`src/rtl/fmlbrg_tagmem_flush_if.sv`:
```
// Bus bundle for the FML bridge tag memory: primary/secondary lookups, flush control
// and the write-back evict handshake. The primary tag output is do_o because "do" is a keyword.
interface fmlbrg_tagmem_flush_if #(
    parameter int depth  = 2,
    parameter int width  = 2,
    parameter int nports = 1
);
    logic [depth-1:0]        a;
    logic                    we;
    logic [width-1:0]        di;
    logic                    dirty_i;
    logic [width-1:0]        do_o;
    logic                    valid_o;
    logic                    dirty_o;
    logic [nports*depth-1:0] a2;
    logic [nports*width-1:0] do2;
    logic [nports-1:0]       valid2;
    logic                    flush;
    logic                    busy;
    logic                    evict_stb;
    logic                    evict_ack;
    logic [depth-1:0]        evict_idx;
    logic [width-1:0]        evict_tag;
    logic                    flush_done;

    modport master (
        output a, we, di, dirty_i, a2, flush, evict_ack,
        input  do_o, valid_o, dirty_o, do2, valid2, busy, evict_stb, evict_idx, evict_tag, flush_done
    );

    modport slave (
        input  a, we, di, dirty_i, a2, flush, evict_ack,
        output do_o, valid_o, dirty_o, do2, valid2, busy, evict_stb, evict_idx, evict_tag, flush_done
    );
endinterface

```
`src/rtl/fmlbrg_tagmem_flush.sv`:
```
// Tag memory with valid/dirty bits, N read-only lookup ports, a post-reset clearing
// sweep and a flush engine that hands dirty lines to write-back before invalidating them.
module fmlbrg_tagmem_flush #(
    parameter int depth  = 2,
    parameter int width  = 2,
    parameter int nports = 1
) (
    input logic                  sys_clk,
    input logic                  sys_rst_n,
    fmlbrg_tagmem_flush_if.slave bus
);
    localparam int LINES = 1 << depth;
    localparam int LW    = width + 2;

    localparam logic [2:0] ST_INIT  = 3'd0;
    localparam logic [2:0] ST_IDLE  = 3'd1;
    localparam logic [2:0] ST_SCAN  = 3'd2;
    localparam logic [2:0] ST_EVICT = 3'd3;
    localparam logic [2:0] ST_DONE  = 3'd4;

    localparam logic [depth-1:0] CNT_ONE  = depth'(1);
    localparam logic [depth-1:0] CNT_LAST = {depth{1'b1}};

    // Line layout: {valid, dirty, tag}
    logic [LW-1:0]           mem_r [LINES];
    logic [2:0]              state_r;
    logic [depth-1:0]        cnt_r;
    logic                    busy_r;
    logic                    evict_stb_r;
    logic [depth-1:0]        evict_idx_r;
    logic [width-1:0]        evict_tag_r;
    logic                    flush_done_r;
    logic [depth-1:0]        a_r;
    logic [nports*depth-1:0] a2_r;

    logic                    mem_we_s;
    logic [depth-1:0]        mem_wa_s;
    logic [LW-1:0]           mem_wd_s;
    logic [LW-1:0]           scan_line_s;
    logic                    evict_hit_s;
    logic [LW-1:0]           rd_line_s;
    logic [nports*width-1:0] do2_s;
    logic [nports-1:0]       valid2_s;

    assign scan_line_s = mem_r[cnt_r];
    assign evict_hit_s = scan_line_s[LW-1] & scan_line_s[width];
    assign rd_line_s   = mem_r[a_r];

    // Single array write port: sequencer clears take priority; host writes only when not busy.
    always_comb begin
        mem_we_s = 1'b0;
        mem_wa_s = cnt_r;
        mem_wd_s = {LW{1'b0}};
        case (state_r)
            ST_INIT: mem_we_s = 1'b1;
            ST_IDLE, ST_DONE: begin
                if (bus.we) begin
                    mem_we_s = 1'b1;
                    mem_wa_s = bus.a;
                    mem_wd_s = {1'b1, bus.dirty_i, bus.di};
                end else begin
                    mem_we_s = 1'b0;
                end
            end
            ST_SCAN: begin
                if (evict_hit_s) mem_we_s = 1'b0;
                else             mem_we_s = 1'b1;
            end
            ST_EVICT: begin
                if (bus.evict_ack) mem_we_s = 1'b1;
                else               mem_we_s = 1'b0;
            end
            default: mem_we_s = 1'b0;
        endcase
    end

    // Tag array storage; contents are established by the init sweep, not by reset.
    always_ff @(posedge sys_clk) begin
        if (mem_we_s) mem_r[mem_wa_s] <= mem_wd_s;
    end

    // Lookup address registers for primary and secondary ports.
    always_ff @(posedge sys_clk or negedge sys_rst_n) begin
        if (!sys_rst_n) begin
            a_r  <= {depth{1'b0}};
            a2_r <= {(nports*depth){1'b0}};
        end else begin
            a_r  <= bus.a;
            a2_r <= bus.a2;
        end
    end

    // Init sweep and flush sequencer; cnt only wraps to zero on a state exit.
    always_ff @(posedge sys_clk or negedge sys_rst_n) begin
        if (!sys_rst_n) begin
            state_r      <= ST_INIT;
            cnt_r        <= {depth{1'b0}};
            busy_r       <= 1'b1;
            evict_stb_r  <= 1'b0;
            evict_idx_r  <= {depth{1'b0}};
            evict_tag_r  <= {width{1'b0}};
            flush_done_r <= 1'b0;
        end else begin
            case (state_r)
                ST_INIT: begin
                    if (cnt_r == CNT_LAST) begin
                        state_r <= ST_IDLE;
                        cnt_r   <= {depth{1'b0}};
                        busy_r  <= 1'b0;
                    end else begin
                        cnt_r <= cnt_r + CNT_ONE;
                    end
                end
                ST_IDLE: begin
                    if (bus.flush) begin
                        state_r <= ST_SCAN;
                        cnt_r   <= {depth{1'b0}};
                        busy_r  <= 1'b1;
                    end
                end
                ST_SCAN: begin
                    if (evict_hit_s) begin
                        state_r     <= ST_EVICT;
                        evict_stb_r <= 1'b1;
                        evict_idx_r <= cnt_r;
                        evict_tag_r <= scan_line_s[width-1:0];
                    end else if (cnt_r == CNT_LAST) begin
                        state_r      <= ST_DONE;
                        cnt_r        <= {depth{1'b0}};
                        busy_r       <= 1'b0;
                        flush_done_r <= 1'b1;
                    end else begin
                        cnt_r <= cnt_r + CNT_ONE;
                    end
                end
                ST_EVICT: begin
                    if (bus.evict_ack) begin
                        evict_stb_r <= 1'b0;
                        if (cnt_r == CNT_LAST) begin
                            state_r      <= ST_DONE;
                            cnt_r        <= {depth{1'b0}};
                            busy_r       <= 1'b0;
                            flush_done_r <= 1'b1;
                        end else begin
                            state_r <= ST_SCAN;
                            cnt_r   <= cnt_r + CNT_ONE;
                        end
                    end
                end
                ST_DONE: begin
                    state_r      <= ST_IDLE;
                    flush_done_r <= 1'b0;
                end
                default: begin
                    state_r      <= ST_INIT;
                    cnt_r        <= {depth{1'b0}};
                    busy_r       <= 1'b1;
                    evict_stb_r  <= 1'b0;
                    flush_done_r <= 1'b0;
                end
            endcase
        end
    end

    // Secondary lookup ports read the live array at their registered indices.
    always_comb begin
        do2_s    = {(nports*width){1'b0}};
        valid2_s = {nports{1'b0}};
        for (int k = 0; k < nports; k++) begin
            do2_s[k*width +: width] = mem_r[a2_r[k*depth +: depth]][width-1:0];
            valid2_s[k]             = mem_r[a2_r[k*depth +: depth]][LW-1];
        end
    end

    assign bus.do_o       = rd_line_s[width-1:0];
    assign bus.valid_o    = rd_line_s[LW-1];
    assign bus.dirty_o    = rd_line_s[width];
    assign bus.do2        = do2_s;
    assign bus.valid2     = valid2_s;
    assign bus.busy       = busy_r;
    assign bus.evict_stb  = evict_stb_r;
    assign bus.evict_idx  = evict_idx_r;
    assign bus.evict_tag  = evict_tag_r;
    assign bus.flush_done = flush_done_r;
endmodule

```
`src/flat_wrapper.sv`:
```
// flat-port wrapper written by rule: the top's interface ports become plain ports
module fmlbrg_tagmem_flush_flat 
#(
    parameter int depth  = 2,
    parameter int width  = 2,
    parameter int nports = 1
)
  (sys_clk, sys_rst_n, bus_a, bus_we, bus_di, bus_dirty_i, bus_a2, bus_flush, bus_evict_ack, bus_do_o, bus_valid_o, bus_dirty_o, bus_do2, bus_valid2, bus_busy, bus_evict_stb, bus_evict_idx, bus_evict_tag, bus_flush_done);
  fmlbrg_tagmem_flush_if #(.depth(depth), .width(width), .nports(nports)) bus_i ();
  input logic sys_clk;
  input logic sys_rst_n;
  input wire logic [$bits(bus_i.a)-1:0] bus_a;
  input wire logic [$bits(bus_i.we)-1:0] bus_we;
  input wire logic [$bits(bus_i.di)-1:0] bus_di;
  input wire logic [$bits(bus_i.dirty_i)-1:0] bus_dirty_i;
  input wire logic [$bits(bus_i.a2)-1:0] bus_a2;
  input wire logic [$bits(bus_i.flush)-1:0] bus_flush;
  input wire logic [$bits(bus_i.evict_ack)-1:0] bus_evict_ack;
  output wire logic [$bits(bus_i.do_o)-1:0] bus_do_o;
  output wire logic [$bits(bus_i.valid_o)-1:0] bus_valid_o;
  output wire logic [$bits(bus_i.dirty_o)-1:0] bus_dirty_o;
  output wire logic [$bits(bus_i.do2)-1:0] bus_do2;
  output wire logic [$bits(bus_i.valid2)-1:0] bus_valid2;
  output wire logic [$bits(bus_i.busy)-1:0] bus_busy;
  output wire logic [$bits(bus_i.evict_stb)-1:0] bus_evict_stb;
  output wire logic [$bits(bus_i.evict_idx)-1:0] bus_evict_idx;
  output wire logic [$bits(bus_i.evict_tag)-1:0] bus_evict_tag;
  output wire logic [$bits(bus_i.flush_done)-1:0] bus_flush_done;
  assign bus_i.a = bus_a;
  assign bus_i.we = bus_we;
  assign bus_i.di = bus_di;
  assign bus_i.dirty_i = bus_dirty_i;
  assign bus_i.a2 = bus_a2;
  assign bus_i.flush = bus_flush;
  assign bus_i.evict_ack = bus_evict_ack;
  assign bus_do_o = bus_i.do_o;
  assign bus_valid_o = bus_i.valid_o;
  assign bus_dirty_o = bus_i.dirty_o;
  assign bus_do2 = bus_i.do2;
  assign bus_valid2 = bus_i.valid2;
  assign bus_busy = bus_i.busy;
  assign bus_evict_stb = bus_i.evict_stb;
  assign bus_evict_idx = bus_i.evict_idx;
  assign bus_evict_tag = bus_i.evict_tag;
  assign bus_flush_done = bus_i.flush_done;
  fmlbrg_tagmem_flush #(.depth(depth), .width(width), .nports(nports)) u_core (.sys_clk(sys_clk), .sys_rst_n(sys_rst_n), .bus(bus_i));
endmodule
```
`config.mk`:
```
export PLATFORM = sky130hd
export DESIGN_NAME = fmlbrg_tagmem_flush_flat
export DESIGN_NICKNAME = d
export VERILOG_FILES = /design/src/rtl/fmlbrg_tagmem_flush_if.sv /design/src/rtl/fmlbrg_tagmem_flush.sv /design/src/flat_wrapper.sv
export SDC_FILE = /design/constraint.sdc
export NUM_CORES = 1
export LEC_CHECK = 0
export ABC_CLOCK_PERIOD_IN_PS = 2060
export CELL_PAD_IN_SITES_DETAIL_PLACEMENT = 0
export CELL_PAD_IN_SITES_GLOBAL_PLACEMENT = 1
export CORE_MARGIN = 5
export CORE_UTILIZATION = 39
export CTS_CLUSTER_DIAMETER = 30
export CTS_CLUSTER_SIZE = 10
export DETAILED_ROUTE_END_ITERATION = 6
export PLACE_DENSITY_LB_ADDON = 0.1
export SETUP_SLACK_MARGIN = 0.3
export SLEW_MARGIN = 25
export SYNTH_ARGS = -nofsm -noshare
export SYNTH_HDL_FRONTEND = slang
export SYNTH_SLANG_ARGS = --single-unit
```
`constraint.sdc`:
```
create_clock -name sys_clk -period 2.06 [get_ports sys_clk]
set_input_delay 0.618 -clock sys_clk [delete_from_list [all_inputs] [get_ports sys_clk]]
set_output_delay 0.618 -clock sys_clk [all_outputs]
set_load 0.02 [all_outputs]
```
======== Word level (Yosys, flattened, before mapping) ========
Memories as Yosys holds them, arrays and structs flattened.
Index checks and enable logic that the tools add are counted.
operators by class
  mux-type cells .......................... 34
  eq/ne operators ......................... 11
  $add $sub $neg .......................... 1
  reduce and logical (&&, ||, !) cells .... 9
  bitwise gates (word level) .............. 4
operators by type and width
  kind                                                    number
  2-to-1 mux 3 bit                                        6
  case mux 3 bit (5 select lines)                         1
  2-to-1 mux 1 bit                                        14
  2-to-1 mux 2 bit                                        6
  case mux 2 bit (5 select lines)                         1
  2-to-1 mux 4 bit                                        2
  AND reduction 4 bit                                     2
  == test 3 x 2 -> 1 bit (second input constant)          2
  inequality test 2 bit (second input constant)           3
  case mux 1 bit (3 select lines)                         2
  AND reduction 3 bit                                     2
  case mux 1 bit (5 select lines)                         1
  inequality test 2 x 1 -> 1 bit (second input constant)  2
  case mux 1 bit (4 select lines)                         1
  OR reduction 2 bit                                      2
  == test 3 x 1 -> 1 bit (second input constant)          1
  == test 3 bit (second input constant)                   1
  zero test 3 bit                                         1
  inequality test 3 x 1 -> 1 bit (second input constant)  1
  inverter 1 bit                                          3
  OR reduction 3 bit                                      1
  adder 2 x 1 -> 2 bit (second input constant)            1
  == test 2 bit (second input constant)                   1
  AND reduction 2 bit                                     1
  AND 1 bit                                               1
word-level totals
  RAM bits ................................ 16
  logic and storage cells ................. 69
  memories ................................ 1
  bits in registers ....................... 16
  input bits .............................. 12
  output and inout bits ................... 14
memories
  name          words  width  rd ports  clocked after memory_dff  wr ports  line                       RTL
  u_core.mem_r  4      4      3         0                         1         fmlbrg_tagmem_flush.sv:25  logic [LW-1:0] mem_r [LINES];

======== Longest topological paths before layout ========
Gate-level depths: netlist of run 1.
An unclocked memory read counts as a cell.
  depth after elaboration ................. 6
  depth in mapped cells ................... 6
  mapped depth without buffers ............ 4

======== Worst setup path before layout of run 1 ========
Ideal clock, no wire load.
  kind .................................... register to register
  start point ............................. register u_core.state_r[0]
  end point ............................... memory u_core.mem_r[2][0] (netlist bit) (enable)
  library setup time ...................... 0.339 ns
  cell stages (with the launch flop) ...... 7
  clock period less this slack ............ 1.935 ns
  data arrival time ....................... 1.596 ns
  buffers on the path ..................... 2
  data required time ...................... 1.721 ns
  path slack .............................. 0.125 ns
  path through ............................ dfrtp_1 -> buf_2 -> xor2_1 -> and3_1 -> buf_6 -> or3b_1 -> a21oi_1
on the way
  word-level cells in the longest chain between the ends .. 5
  elaborated cells on any way between the ends .. 10
  those cells by class .................... eq/ne (4); mux (4); reduce/logical (2)
RTL lines
  item                                                     line                        RTL
  from (decl)                                              fmlbrg_tagmem_flush.sv:26   logic [2:0] state_r;
  from (signal assigned)                                   fmlbrg_tagmem_flush.sv:96   state_r <= ST_INIT;
  from (signal assigned)                                   fmlbrg_tagmem_flush.sv:107  state_r <= ST_IDLE;
  from (signal assigned)                                   fmlbrg_tagmem_flush.sv:116  state_r <= ST_SCAN;
  == test 3 bit or == test 3 x 1 -> 1 bit (tied branches)  fmlbrg_tagmem_flush.sv:54   case (state_r)
  OR reduction 2 bit                                       fmlbrg_tagmem_flush.sv:54
  case mux 1 bit (4 select lines)                          fmlbrg_tagmem_flush.sv:54
  2-to-1 mux 1 bit                                         fmlbrg_tagmem_flush.sv:79   if (mem_we_s) mem_r[mem_wa_s] <= mem_wd_s;
  2-to-1 mux 1 bit (not written as such)                   fmlbrg_tagmem_flush.sv:79
  to (decl)                                                fmlbrg_tagmem_flush.sv:25
Parallel ways exist; a longest one is shown, timed or not.

======== Worst setup path in the final report of run 1 ========
  start point ............................. register u_core.a_r[0]
  end point ............................... output bus_valid_o
on the way
  word-level cells in the longest chain between the ends .. 1
RTL lines
  item                     line                       RTL
  from (decl)              fmlbrg_tagmem_flush.sv:33  logic [depth-1:0] a_r;
  from (signal assigned)   fmlbrg_tagmem_flush.sv:85  a_r <= {depth{1'b0}};
  from (signal assigned)   fmlbrg_tagmem_flush.sv:88  a_r <= bus.a;
  memory read (4 x 4 bit)  n/a
  to (decl)                flat_wrapper.sv:20         output wire logic [$bits(bus_i.valid_o)-1:0] bus_valid_o;
No other way between the ends.

==> results of run 1 <==
==> layer usage <==
| metal | GRT usage, % | part of all wire (%) |
|---|---|---|
| met5 | 0 | 0 |
| met4 | 5.93 | 1.3 |
| met3 | 3.24 | 3.3 |
| met2 | 25.0 | 50 |
| met1 | 19.6 | 45 |
==> registers in the layout, summed over array words and instances (netlist names) <==
name,flops
u_core.bus.evict_tag,2
u_core.bus.flush_done,1
u_core.bus.evict_stb,1
u_core.bus.evict_idx,2
u_core.a2_r,2
u_core.a_r,2
u_core.mem_r,16
u_core.state_r,3
u_core.cnt_r,2
u_core.bus.busy,1
==> worst max-delay path by stage <==
stage	slack [ns]	depth (start not counted)	startpoint	end
global placement	-0.19	4	bus_we	u_core.mem_r[3][3]
global route	-0.04	2	u_core.a_r[0]	bus_dirty_o
CTS	0.01	2	u_core.a_r[0]	bus_valid_o
detailed placement	-0.22	4	bus_we	u_core.mem_r[3][2]
finish	0.02	2	u_core.a_r[0]	bus_valid_o
floorplan	0.26	4	bus_we	u_core.mem_r[2][0]
==> per-stage QoR <==
stage               worst slack (ns)  hold WS (ns)  cell area, um^2
floorplan                      0.255         0.322             1670
global placement              -0.190         0.473             2050
detailed placement            -0.217         0.476             2050
CTS                           0.0114         0.488             2260
global route                 -0.0411         0.500             2320
finish                        0.0203         0.487             2320
==> power by group through the flow <==
stage,clock network (mW),logic (mW),registers (mW)
floorplan,0,0.919,1.16
global placement,0,1.41,1.16
detailed placement,0,1.44,1.17
CTS,0.498,1.69,1.15
global route,0.524,1.89,1.19
finish,0.483,1.77,1.15
==> repair_timing <==
item	4_1_cts	5_1_grt
setup buffers	7	1
cloned	0	0
endpoints found under the setup margin	35	31
gates resized for setup	72	12
pin swaps	7	8
==> synthesized netlist by cell type (2+ instances only) <==
library cell / n
edfxtp_1: 16
dfrtp_1: 15
mux4_2: 9
a21oi_1: 6
mux2_1: 6
nand2_1: 6
nor2_1: 5
nand3_1: 4
and2_1: 3
buf_4: 3
and3_1: 2
buf_2: 2
inv_1: 2
nand2b_1: 2
nand3b_1: 2
nor2b_1: 2
o21ai_0: 2
or3b_1: 2
==> critical path, stage by stage (launching register included) <==
cell and delay [ns]:
dfrtp_2 0.44, mux4_2 0.55, buf_6 0.15
==> final cells by class <==
class | instances | area (um^2)
Clock buffer | 5 | 68.8
Clock inverter | 3 | 23.8
Fill cell | 350 | 1710
Inverter | 3 | 11.3
Multi-Input combinational cell | 73 | 838
Sequential cell | 32 | 888
Tap cell | 50 | 62.6
Timing Repair Buffer | 48 | 428
==> cells by family (layout without fill, tap and decap cells) <==
kind of cell,count (synthesis),in the layout,share of synthesized area [%]
flops,32,32,54.4
fa+ha+maj,2,2,1.39
xor+xnor,1,1,0.540
mux,15,15,16.7
simple gates,38,38,15.1
compound gates,17,17,8.49
buf+inv,9,59,3.39
==> results.json, run 1 <==
{
  "status": "finished clean",
  "synth_area_leader_cell": "edfxtp_1",
  "crit_fanout": 4,
  "grt_max_degree": 17,
  "ys_types": 43,
  "seq_power_share_pct": 33.9,
  "syn2layout_area_growth_pct": 43.1,
  "first_global_vias": 1183,
  "cap_violations": 0,
  "r2r_start": "u_core.cnt_r[0]",
  "grt-ovfl-total": 0,
  "avgSynthCellArea_um2": 14.2,
  "fin_crit_ns": 2.04,
  "final_cell_mix": "buf_4, edfxtp_1, buf_6, dfrtp_1",
  "antenna_found_initial": 0,
  "synth_top_area_share_pct": 29.6,
  "irDropWorstVdd_mv": 0.598,
  "fin_cells": 214,
  "powerDensity_nw_per_um2": 1470,
  "htreeDepth": 2,
  "rows": 23,
  "setup_viol": 0,
  "start_util_pct": 40.2,
  "fin_crit_sh_pct": 99.0,
  "cp-start-kind": "flip-flop",
  "relSlewSlack_pct": 77.7,
  "ys_top_cells_by_area": "edfxtp_1, dfrtp_1, mux4_2",
  "drtIter0Drc": 51,
  "combPwrFrac_pct": 51.9,
  "fin_skew_ns": 0.00499,
  "ant_nets": 0,
  "arrival_ns": 1.42,
  "whs_path_depth": 1,
  "tightest_slew_ns": 0.332,
  "rsz0062_at_grt": "yes",
  "synth_edf_count": 16,
  "numPlacedInstances": 198,
  "min_to": "u_core.bus.busy",
  "rr_endpoint": "u_core.mem_r[1][3]",
  "yosysSeqAreaShare_pct": 54.4,
  "numCtsBuffers": 5,
  "min_path_type": "reg -> reg",
  "yosys_warnings": 0,
  "firstDrtPassIters": 4,
  "fp.coreArea_um2": 4030,
  "async_flop_share_pct": 50.0,
  "final_util_pct": 57.6,
  "synth_nets": 127,
  "switching_power_mw": 1.28,
  "numPortBuffers": 25,
  "setup_tns_ns": 0,
  "place_congestion": 0.772,
  "num_vias": 1133,
  "cp-end-kind": "output pin",
  "p_sw_share_pct": 37.6,
  "worstRegToRegCells": 6,
  "wirelength_um": 3760,
  "grt_usage_pct": 15.2,
  "finalPower_mw": 3.40,
  "slew_violations": 0,
  "holdCritStartpoint": "u_core.bus.busy",
  "synthCells": 114,
  "ios": 26,
  "synth_ff_type": "edfxtp_1",
  "r2r_slack_ns": 0.22,
  "dp_hpwl_um": 2720,
  "post_drt_wl_per_cell_um": 17.5,
  "synthesis.area_um2": 1620,
  "cts_tree": "done",
  "avgViaCountPerCell": 5.29,
  "ys_ff_latch": 32,
  "drc": 0,
  "clock_latency_ns": 0.28,
  "cts.sinks": 32,
  "root_buffer": "clkbuf_8",
  "worstPathRequired_ns": 1.44,
  "die_y_um": 74.5,
  "final_common_cell": "buf_4",
  "cts_hold_buf": 0,
  "hold_violations": 0,
  "p_leak_nw": 0.923,
  "clockBufferDepth": 2,
  "antenna_cells": 0,
  "fin_nets": 176,
  "p_int_mw": 2.12,
  "criticalPathCategory": "reg -> out",
  "clkPwrFrac_pct": 14.2,
  "timing.fmax_mhz": 490,
  "clk_pin_slew_worst_paths_ns": 0.07,
  "grt_pass1_wl_um": 6090,
  "die_x_um": 74.5,
  "drive_gt1_share_pct": 50.0,
  "dieArea_um2": 5550
}
Note: power is estimated with default switching activity, not from simulation.
==> inputs of run 2 (changes only) <==
--- a/config.mk
+++ b/config.mk
@@ -8,11 +8,12 @@
 export ABC_CLOCK_PERIOD_IN_PS = 2060
 export CELL_PAD_IN_SITES_DETAIL_PLACEMENT = 0
 export CELL_PAD_IN_SITES_GLOBAL_PLACEMENT = 1
-export CORE_MARGIN = 5
-export CORE_UTILIZATION = 39
+export CORE_MARGIN = 2
+export CORE_UTILIZATION = 46
 export CTS_CLUSTER_DIAMETER = 30
 export CTS_CLUSTER_SIZE = 10
 export DETAILED_ROUTE_END_ITERATION = 6
+export DONT_BUFFER_PORTS = 1
 export PLACE_DENSITY_LB_ADDON = 0.1
 export SETUP_SLACK_MARGIN = 0.3
 export SLEW_MARGIN = 25
==> run 2 against run 1 <==
  * Register-to-register slack gained 0.05 ns
  * Design area is 16% lower
  * Worst hold slack worse by 0.37 ns
  * Non-clock buffer count fell by 29
  * Clock-buffer cell count increased by 1
  * Maximum frequency increased by 1.0%
  * Die area is 28% lower
  * Cell count shrank 15%
  * Highest routed layer unchanged
==> results.json, run 2 (same netlist as run 1, synthesis figures left out) <==
{
  "status": "finished clean",
  "fin_skew_ns": 0.00507,
  "hold_violations": 0,
  "powerDensity_nw_per_um2": 1570,
  "grt-ovfl-total": 0,
  "cp-end-kind": "output pin",
  "top_regs": "u_core.mem_r (16), u_core.state_r (3)",
  "clkPwrFrac_pct": 15.2,
  "cts.sinks": 32,
  "m1WireLength_um": 1670,
  "post_drt_wl_per_cell_um": 19.4,
  "num_vias": 1070,
  "setup_ws_ns": 0.0409,
  "fp.coreArea_um2": 3360,
  "wirelength_um": 3520,
  "fin_crit_ns": 2.02,
  "r2r_start": "u_core.cnt_r[0]",
  "fin_crit_sh_pct": 98.0,
  "root_buffer": "clkbuf_4",
  "syn2layout_area_growth_pct": 20.9,
  "cp-start-kind": "flip-flop",
  "start_util_pct": 48.2,
  "setup_viol": 0,
  "worstRegToRegCells": 5,
  "clockBufferDepth": 2,
  "grt_max_degree": 16,
  "crit_fanout": 4,
  "numCtsBuffers": 5,
  "p_int_mw": 1.92,
  "worstSetupPathDepth": 1,
  "final_cell_mix": "buf_4, edfxtp_1, mux4_2, dfrtp_1",
  "path_cells": "mux4_2",
  "numPlacedInstances": 162,
  "ios": 26,
  "combPwrFrac_pct": 44.3,
  "drc": 0,
  "wl_met3_um": 243,
  "grt_usage_pct": 19.9,
  "seq_power_share_pct": 40.5,
  "die_x_um": 63.4,
  "rows": 21,
  "antenna_cells": 0,
  "avgViaCountPerCell": 5.91,
  "clock_latency_ns": 0.33,
  "cts_tree": "done",
  "min_path_type": "in -> async",
  "first_global_vias": 1110,
  "setup_tns_ns": 0,
  "die_y_um": 63.4,
  "fin_cells": 181,
  "crit_end": "bus_dirty_o",
  "slew_violations": 0,
  "fin_nets": 147,
  "htreeDepth": 2,
  "r2r_slack_ns": 0.27,
  "criticalPathCategory": "reg -> out",
  "grt_pass1_wl_um": 5890,
  "drive_gt1_share_pct": 43.0,
  "switching_power_mw": 1.15,
  "timing.fmax_mhz": 495,
  "firstDrtPassIters": 4,
  "p_sw_share_pct": 37.5,
  "largest_register_ffs": 16,
  "rsz0062_at_grt": "yes",
  "dieArea_um2": 4020,
  "p_leak_nw": 0.744,
  "relSlewSlack_pct": 52.3,
  "wl_met2_um": 1560,
  "dr.max_layer_used": "met4",
  "dp_hpwl_um": 2470,
  "cpLargestDelayFamily": "multiplexers",
  "drtIter0Drc": 66,
  "antenna_found_initial": 0,
  "place_congestion": 0.769,
  "critPathMaxStageDelay_ns": 0.61,
  "top_register": "u_core.mem_r",
  "tightest_slew_ns": 0.713,
  "rr_endpoint": "u_core.mem_r[0][2]",
  "startpoint": "u_core.a_r[0]",
  "numPortBuffers": 0,
  "critPathBufInv": 0,
  "place_ws_ns": 0.217,
  "irDropWorstVdd_mv": 0.682,
  "final_common_cell": "buf_4",
  "ant_nets": 0,
  "cap_violations": 0,
  "clk_pin_slew_worst_paths_ns": 0.10,
  "arrival_ns": 1.40,
  "fill_cells": 294,
  "cpMaxStageDelayCell": "mux4_2",
  "worstPathRequired_ns": 1.44
}
-- run 2: routing by layer --
metal | GRT usage (%) | up-vias
met3 | 6.25 | 5
met5 | 0 | -
met4 | 6.52 | 0
met1 | 28.6 | 538
met2 | 28.6 | 39
li1 | - | 488
-- run 2: worst min-delay path by stage --
stage                     startpoint              end
after floorplan            sys_rst_n   u_core.a2_r[0]
after global placement     sys_rst_n   u_core.a2_r[0]
after detailed placement   sys_rst_n   u_core.a2_r[1]
after CTS                  sys_rst_n  u_core.bus.busy
after global routing       sys_rst_n  u_core.bus.busy
final                      sys_rst_n  u_core.bus.busy
-- run 2: metrics by stage --
step / power (mW) / hold slack, ns / area, um^2 / util (%)
final: 3.08 / 0.121 / 1960 / 58.3
after global routing: 3.27 / 0.0934 / 1960 / 58.3
after CTS: 3.04 / 0.111 / 1940 / 57.7
after detailed placement: 2.33 / 0.323 / 1740 / 51.7
after global placement: 2.30 / 0.323 / 1740 / 51.7
after floorplan: 2.08 / 0.322 / 1670 / -
-- run 2: repair_timing --
action / CTS / global route
resized for setup: 13 / 1
endpoints found under the setup margin: 28 / 29
buffers inserted: 8 / 2
pin swaps: 4 / 3
endpoints found under the hold margin: 15 / 0
hold buffers: 1 / 0
-- run 2: worst register-to-register path, delay by kind of cell, from the launching register on --
family | cells | cell delay [ns]
DFF | 1 | 0.45
and+or+nand+nor | 1 | 0.42
buffers and inverters | 3 | 0.40
AOI/OAI and AO/OA | 1 | 0.23
-- run 2: area by class of cell --
cell class	count	area (um^2)	area share, %
clock buffer	6	41.3	2.11
multi-input combinational	73	768	39.2
timing repair buffer	19	158	8.04
inverter	3	11.3	0.574
clock inverter	2	35.0	1.79
tap	46	57.6	2.94
sequential	32	890	45.4
-- run 2: power by group through the flow --
stage               Clock, mW  Sequential (mW)  Combinational [mW]
floorplan                   0             1.16               0.919
global placement            0             1.25                1.04
detailed placement          0             1.27                1.06
CTS                     0.479             1.24                1.32
global route            0.507             1.28                1.48
finish                  0.468             1.25                1.36
==> patch (flow settings as in run 2) <==
Make the reset (`sys_rst_n`) synchronous in 2 clocked blocks.
--- a/src/rtl/fmlbrg_tagmem_flush.sv
+++ b/src/rtl/fmlbrg_tagmem_flush.sv
@@ -80,7 +80,7 @@
     end
 
     // Lookup address registers for primary and secondary ports.
-    always_ff @(posedge sys_clk or negedge sys_rst_n) begin
+    always_ff @(posedge sys_clk) begin
         if (!sys_rst_n) begin
             a_r  <= {depth{1'b0}};
             a2_r <= {(nports*depth){1'b0}};
@@ -91,7 +91,7 @@
     end
 
     // Init sweep and flush sequencer; cnt only wraps to zero on a state exit.
-    always_ff @(posedge sys_clk or negedge sys_rst_n) begin
+    always_ff @(posedge sys_clk) begin
         if (!sys_rst_n) begin
             state_r      <= ST_INIT;
             cnt_r        <= {depth{1'b0}};
Formal check against the unedited RTL: differs if sys_rst_n is asserted again (counterexample within 10 cycles, from zero or initial values and one cycle with sys_rst_n low); with sys_rst_n held inactive, the same outputs for 10 cycles.
==> patch against run 2 <==
- design area fell by 3.6%
- sequential cell count increased by 2
- setup slack better by 0.0098 ns
- worst hold slack gained 0.27 ns
- total power shrank 22%
- highest routed layer unchanged
- sequential share of layout area is 0.50 points lower
- synthesized area increased by 2.1%
- routed wire length up 1.6%
- register-to-register slack improved by 0.08 ns
==> patch: results (changes against run 2) <==
status: "completed"
relSlewSlack: 0.674  # +0.151
initialDrtViolationCount: 80  # +21%
cp_max_fo: 3  # -1
critPathMaxStageDelay_ns: 0.59  # -0.02 ns
dp.cells: 180  # +11%
syn-num-nets: 147  # +16%
grt.total_usage: 0.193  # -0.00597
grtUsageMet3: 0.0599  # -0.00264
ff_latch_area_um2: 848  # -4.6%
synth_area_leaders: "edfxtp_1 29%, dfxtp_1 22%, mux4_2 9.5%"
vias: 1168  # +9.2%
ys.flop_type: "dfxtp_1"
p_leak_nw: 0.663  # -11%
synth-xor-area-share: 0.00529  # -0.000110
dp_hpwl_um: 2750  # +11%
worstHoldPathType: "input pin to flop"
wl_um: 3580  # +1.6%
syn-mean-instance-area_um2: 12.4  # -13%
inv_count: 5  # +2
clk_share: 0.0563  # +0.0173
p_int_mw: 1.62  # -15%
synth_cell_types: 41  # -4.7%
drive_above_1_share: 0.262  # -0.168
nFillCells: 285  # -3.1%
finalNetCount: 157  # +6.8%
cts_setup_buffers: 3  # -5
dpl_cell_area_mm2: 0.00174  # -0.29%
synthArstFlopShare: 0  # -0.500
cts_resized: 4  # -9
synthTopCellsByCount: "18 x dfxtp_1, 16 x edfxtp_1, 9 x a21oi_1"
clkbuf_count: 5  # -1
fin_area_mm2: 0.00189  # -3.6%
synthAdderAreaFrac: 0.0136  # -0.000283
grt_pass1_wl_um: 5820  # -1.2%
pre_cts_slack_ns: 0.204  # -0.0132 ns
gp_congestion: 0.851  # +11%
reg2reg_from: "u_core.state_r[0]"
met2_usage: 0.292  # +0.00614
switching_share: 0.322  # -0.0533
whs_ns: 0.393  # +0.272 ns
via_per_inst: 6.12  # +3.4%
wl_met2_um: 1670  # +7.0%
multi_input_area_share: 0.424  # +0.0317
cts_sinks: 34  # +6.3%
pwr-share-comb: 0.295  # -0.148
rrSetupSlack_ns: 0.35  # +0.08 ns
## patch: cell count changes after synthesis, moves of 3 or more
cell / delta
mux2i_1: +3
and2_1: +4
a22oi_1: +4
a21oi_1: +3
dfrtp_1: -15
inv_1: +3
mux2_1: -6
a211oi_1: +3
o21ai_0: +4
dfxtp_1: +18
nand3_1: +4
## patch: how the worst max path moves through the flow
| stage | depth (start not counted) | startpoint | end | slack (ns) |
|---|---|---|---|---|
| floorplan | 4 | bus_we | u_core.mem_r[1][0] | 0.30 |
| global placement | 4 | bus_we | u_core.mem_r[3][0] | 0.23 |
| detailed placement | 4 | bus_we | u_core.mem_r[3][3] | 0.20 |
| CTS | 1 | u_core.mem_r[3][1] | bus_do_o[1] | 0.05 |
| global route | 1 | u_core.mem_r[3][1] | bus_do_o[1] | 0.01 |
| finish | 1 | u_core.mem_r[3][1] | bus_do_o[1] | 0.05 |
